## config.mk

```make
export PLATFORM = sky130hd
export DESIGN_NAME = counter_timer_high_wb
export DESIGN_NICKNAME = d
export VERILOG_FILES = /design/src/rtl/counter_timer_high_wb.sv
export SDC_FILE = /design/constraint.sdc
export NUM_CORES = 1
export LEC_CHECK = 0
export BUFFER_PORTS_ARGS = -buffer_cell sky130_fd_sc_hd__buf_2
export CORE_ASPECT_RATIO = 1.4
export CORE_MARGIN = 2
export CORE_UTILIZATION = 25
export DETAILED_ROUTE_END_ITERATION = 12
export GPL_ROUTABILITY_DRIVEN = 0
export GPL_TIMING_DRIVEN = 1
export HOLD_SLACK_MARGIN = 0.08
export PLACE_DENSITY = 0.46
export SLEW_MARGIN = 15
export SYNTH_ARGS = -nofsm -noshare
export SYNTH_HDL_FRONTEND = slang
export SYNTH_SLANG_ARGS = --single-unit
```

## constraint.sdc

```tcl
create_clock -name wb_clk_i -period 5.6 [get_ports wb_clk_i]
set_clock_uncertainty 0.15 [all_clocks]
set_input_delay 0.28 -clock wb_clk_i [delete_from_list [all_inputs] [get_ports wb_clk_i]]
set_output_delay 0.28 -clock wb_clk_i [all_outputs]
set_load 0.02 [all_outputs]
```

## src/rtl/counter_timer_high_wb.sv

```systemverilog
// High word of a chained 64-bit counter/timer with a Wishbone register port.
// Holds CONFIG, VALUE (stop/reload value) and DATA (current value); pairs with a low-word timer.
module counter_timer_high_wb #(
  parameter logic [31:0] BASE_ADR = 32'h2400_0000,
  parameter logic [7:0]  CONFIG   = 8'h00,
  parameter logic [7:0]  VALUE    = 8'h04,
  parameter logic [7:0]  DATA     = 8'h08
) (
  input  logic        wb_clk_i,
  input  logic        wb_rst_i,
  input  logic [31:0] wb_adr_i,
  input  logic [31:0] wb_dat_i,
  input  logic [3:0]  wb_sel_i,
  input  logic        wb_we_i,
  input  logic        wb_cyc_i,
  input  logic        wb_stb_i,
  output logic        wb_ack_o,
  output logic [31:0] wb_dat_o,
  input  logic        enable_in,
  input  logic        stop_in,
  input  logic        strobe,
  input  logic        is_offset,
  output logic        stop_out,
  output logic        enable_out,
  output logic        irq
);

  localparam logic [31:0] ADR_CONFIG = BASE_ADR | {24'd0, CONFIG};
  localparam logic [31:0] ADR_VALUE  = BASE_ADR | {24'd0, VALUE};
  localparam logic [31:0] ADR_DATA   = BASE_ADR | {24'd0, DATA};

  logic [4:0]  r_config;
  logic [31:0] r_value_reset;
  logic [31:0] r_value_cur;
  logic        r_lastenable;
  logic        r_event_d;
  logic        r_irq;

  logic        w_valid;
  logic        w_hit_cfg;
  logic        w_hit_val;
  logic        w_hit_dat;
  logic        w_cfg_wr;
  logic        w_value_wr;
  logic        w_data_wr;
  logic        w_enable;
  logic        w_oneshot;
  logic        w_updown;
  logic        w_chain;
  logic        w_irq_ena;
  logic        w_loc_enable;
  logic [31:0] w_target;
  logic [31:0] w_start;
  logic [31:0] w_step;
  logic        w_stop;
  logic        w_event;
  logic [31:0] w_value_merged;
  logic [31:0] w_data_merged;
  logic [31:0] w_cur_next;

  assign w_valid    = wb_cyc_i & wb_stb_i;
  assign w_hit_cfg  = w_valid & (wb_adr_i == ADR_CONFIG);
  assign w_hit_val  = w_valid & (wb_adr_i == ADR_VALUE);
  assign w_hit_dat  = w_valid & (wb_adr_i == ADR_DATA);
  assign w_cfg_wr   = w_hit_cfg & wb_we_i & wb_sel_i[0];
  assign w_value_wr = w_hit_val & wb_we_i;
  assign w_data_wr  = w_hit_dat & wb_we_i & (|wb_sel_i);

  assign wb_ack_o = w_hit_cfg | w_hit_val | w_hit_dat;

  always_comb begin
    wb_dat_o = '0;
    if (!wb_we_i) begin
      if (w_hit_cfg)
        wb_dat_o = {27'd0, r_config};
      else if (w_hit_val)
        wb_dat_o = r_value_reset;
      else if (w_hit_dat)
        wb_dat_o = r_value_cur;
    end
  end

  // Byte-lane merge so partial writes keep the untouched bytes.
  genvar gi;
  generate
    for (gi = 0; gi < 4; gi++) begin : g_byte
      assign w_value_merged[gi*8 +: 8] = wb_sel_i[gi] ? wb_dat_i[gi*8 +: 8] : r_value_reset[gi*8 +: 8];
      assign w_data_merged[gi*8 +: 8]  = wb_sel_i[gi] ? wb_dat_i[gi*8 +: 8] : r_value_cur[gi*8 +: 8];
    end
  endgenerate

  assign w_enable  = r_config[0];
  assign w_oneshot = r_config[1];
  assign w_updown  = r_config[2];
  assign w_chain   = r_config[3];
  assign w_irq_ena = r_config[4];

  assign w_loc_enable = w_chain ? (w_enable & enable_in) : w_enable;

  // With an offset low word the high word must stop one count early.
  assign w_target = w_updown ? (r_value_reset - {31'd0, w_chain & is_offset}) : 32'd0;
  assign w_start  = w_updown ? 32'd0 : r_value_reset;
  assign w_step   = w_updown ? (r_value_cur + 32'd1) : (r_value_cur - 32'd1);
  assign w_stop   = w_loc_enable & (r_value_cur == w_target);
  assign w_event  = w_chain ? (w_stop & stop_in) : w_stop;

  always_comb begin
    w_cur_next = r_value_cur;
    if (w_data_wr) begin
      w_cur_next = w_data_merged;
    end else if (w_loc_enable) begin
      if (!r_lastenable)
        w_cur_next = w_start;
      else if (w_event)
        w_cur_next = w_oneshot ? r_value_cur : w_start;
      else if (!w_chain || strobe)
        w_cur_next = w_step;
    end
  end

  always_ff @(posedge wb_clk_i or posedge wb_rst_i) begin
    if (wb_rst_i) begin
      r_config      <= '0;
      r_value_reset <= '0;
      r_value_cur   <= '0;
      r_lastenable  <= 1'b0;
      r_event_d     <= 1'b0;
      r_irq         <= 1'b0;
    end else begin
      if (w_cfg_wr)
        r_config <= wb_dat_i[4:0];
      if (w_value_wr)
        r_value_reset <= w_value_merged;
      r_value_cur  <= w_cur_next;
      r_lastenable <= w_loc_enable;
      r_event_d    <= w_event & w_loc_enable;
      r_irq        <= w_irq_ena & w_event & w_loc_enable & ~r_event_d;
    end
  end

  assign stop_out   = w_stop;
  assign enable_out = w_enable;
  assign irq        = r_irq;

endmodule
```

==> impl_metrics.yaml <==
die:
  core-area_um2: 30900
  die_area_um2: 32900
  die_w_um: 154
  start_util_pct: 25.4
  pin_count: 113
  fp-row-count: 76
  die_height_um: 214
routing:
  ant_nets: 0
  drcViolationCount: 0
  wire_per_inst_um: 20.7
  dr_total_vias: 8368
  firstDrtPassIters: 5
  viasPerCell: 5.51
  drt_iter0_markers: 586
  finalWirelength_um: 31500
pwr:
  power_leakage_nw: 4.14
  power.density_nw_per_um2: 129
  peakVddDrop_mv: 0.114
setup_path:
  cpPeakStageDelay_ns: 0.60
  critPathMaxFanout: 12
  cpMaxStageDelayCell: "or3_1"
  cp.buffers_inverters: 0
  arrival_ns: 5.21
  startpoint_type: "flop"
  worstPathCellList: "and2_1 -> ha_1 -> ha_1 -> or3b_2 -> or4_4 -> or4_1 -> a21oi_1 -> nand2b_1 -> nand4_1 -> nor4b_2 -> nand4_1 -> o21ba_1 -> or3_1 -> o41ai_2"
  crit_family: "simple AND/OR/NAND/NOR gates"
  path_class: "reg2reg"
  worstPathRequired_ns: 5.70
  worst_setup_path_end_kind: "flop"
timing:
  worstMarginPinSlew_ns: 1.03
  fin_tns_setup_ns: 0
  max_freq_mhz: 196
  rsz0062_at_grt: "no"
  finalMaxSlewViolations: 0
  period_needed_ns: 5.10
  hold_violations: 0
  hold_slack_ns: 0.169
  setup_viol: 0
  finalCritPeriodShare_pct: 91.1
  relSlewSlack_pct: 31.5
clocking:
  clock-root-buffer: "clkbuf_16"
  cts_resized: 0
  clk_pin_slew_ns: 0.06
  cts_buffers: 9
  cts_max_level: 3
  clockBufferDepth: 2
  clock_sinks: 72
  clock_latency_ns: 0.36
  tritoncts: "yes"
synth:
  async_reset_ff_share_pct: 100
  ys.warnings.count: 0
  synth_edf_count: 0
  synth_sequential_area_ratio_pct: 22.9
  syn_inst: 998
  ys_ff_latch: 72
  synth.avg_cell_area_um2: 7.88
  synth_cell_types: 81
  syn_nets: 1108
  syn-cell-area_um2: 7870
  ys.flop_type: "dfrtp_1"
global_routing:
  grt_first_pass_wirelength_um: 48300
  overflow: 0
  grt_usage_pct: 19.0
  antenna_found_initial: 2
  grt_max_degree: 70
  grt_pass1_vias: 8228
finish:
  nets: 1232
  layout-drive-gt1-share_pct: 22.0
  final_cell_area_um2: 9600
  area_growth_pct: 22.0
worst_hold_path:
  hold_class: "in2async"
place:
  port_buffers: 112
  place_area_um2: 8940
  hpwl_um: 23900
job:
  drv_cap: 0
outcome:
  outcome: "complete, no violations"
==> cell type report <==
class / count / area [µm²]
Timing Repair Buffer: 182 / 1180
Clock buffer: 14 / 284
Inverter: 37 / 140
Multi-Input combinational cell: 820 / 5660
Fill cell: 3259 / 21300
Tap cell: 390 / 488
Antenna cell: 2 / 5.00
Sequential cell: 72 / 1800
Clock inverter: 2 / 35.0
==> cell usage in the layout, fill, tap and decap left out, types with 8 or more instances in the layout <==
cell type / instances
a211oi_1: 10
a21o_1: 14
a21oi_1: 71
a22oi_1: 27
and2_1: 9
buf_2: 112
buf_4: 36
clkbuf_16: 9
dfrtp_1: 71
dlygate4sd3_1: 33
ha_1: 32
inv_1: 35
mux2_2: 49
mux2i_1: 14
nand2_1: 63
nand2b_1: 8
nand3_1: 24
nand4_1: 18
nor2_1: 87
nor2b_1: 26
nor3_1: 42
nor4_1: 32
o211ai_1: 12
o21ai_0: 32
o22ai_1: 15
o31ai_1: 21
or2_2: 8
or3_1: 21
or4_1: 11
xnor2_1: 35
xor2_1: 10
==> per-stage QoR <==
step / utilization (%) / total power [mW] / cells / setup WS (ns)
2_1_floorplan: - / 0.546 / 998 / 0.146
3_3_place_gp: 28.9 / 0.591 / 1468 / 0.545
3_5_place_dp: 28.9 / 0.592 / 1468 / 0.445
4_1_cts: 31.0 / 1.25 / 1517 / 0.449
5_1_grt: 31.1 / 1.28 / 1519 / 0.161
6_report: 31.1 / 1.23 / 1519 / 0.498
==> worst reg2reg max path: stages, from the launching register on <==
cell and delay, ns:
dfrtp_1 0.34, and2_1 0.14, ha_1 0.18, ha_1 0.23, or3b_2 0.57, or4_4 0.57, or4_1 0.58, a21oi_1 0.16
nand2b_1 0.11, nand4_1 0.10, nor4b_2 0.32, nand4_1 0.17, o21ba_1 0.38, or3_1 0.60, o41ai_2 0.40
==> final timing paths <==
check	slack [ns]	cells past startpoint	to	start
max	0.50	14	r_value_cur[16]	r_config[3]
min	0.17	3	r_value_reset[13]	wb_rst_i
max reg2reg	0.50	14	r_value_cur[16]	r_config[3]
min reg2reg	0.26	1	irq	r_event_d
max in group asynchronous	3.87	4	r_config[2]	wb_rst_i
min in group wb_clk_i	0.25	3	r_lastenable	enable_in
==> power breakdown <==
group / internal [mW] / switching [mW] / leakage [nW]
sequential: 0.520 / 0.00000000166 / 0.968
clock: 0.393 / 0.243 / 0.159
combinational: 0.0381 / 0.0399 / 3.01
total: 0.952 / 0.283 / 4.14
==> what timing repair did <==
| item | CTS | global route |
|---|---|---|
| endpoints found under the hold margin | 40 | 0 |
| hold buffers | 33 | 0 |
| setup buffers | 0 | 0 |
==> cell usage after synthesis, types with 11 or more instances <==
cell type   n  share of area [%]
mux2i_1    14                1.8
or4_1      11                1.0
nand3_1    24                1.5
inv_1      37                1.8
a21oi_1    71                4.5
nand4_1    18                1.4
nor2_1     88                4.2
xnor2_1    35                3.9
nor3_1     42                2.7
o21ai_0    32                2.0
dfrtp_1    72                 23
o22ai_1    15                1.2
mux2_2     49                7.0
or3_1      21                1.7
nor4_1     32                2.5
a22oi_1    27                2.6
o211ai_1   12                1.1
a21o_1     14                1.3
nor2b_1    26                2.1
nand2_1    63                3.0
o31ai_1    21                2.0
clkbuf_1   53                2.5
ha_1       32                5.1
==> flip-flops by register name, indices dropped and copies added (netlist names) <==
name	flops
r_config	5
r_lastenable	1
r_value_cur	32
r_event_d	1
irq	1
r_value_reset	32
==> layer usage <==
layer  part of all wire [%]  up-vias  wire (µm)  track usage (%)
met5                      0        -          0                0
met4                    2.9        0        912             7.57
met3                    2.5       44        788             1.90
met2                     54      175      17100             36.5
met1                     40     4082      12700             21.6
li1                       -     4067          -                -
==> cells by family (layout without fill, tap and decap cells) <==
group,Yosys count,count (layout),synth area share (%)
muxes,63,63,8.80
other,0,2,0
adders and majority gates,33,33,5.35
xor gates and xnor gates,46,46,5.30
DFF,72,72,22.9
buffers and inverters,106,235,5.28
and+or+nand+nor,393,393,27.0
AOI/OAI and AO/OA,285,285,25.4
(Power assumes the default switching activity.)
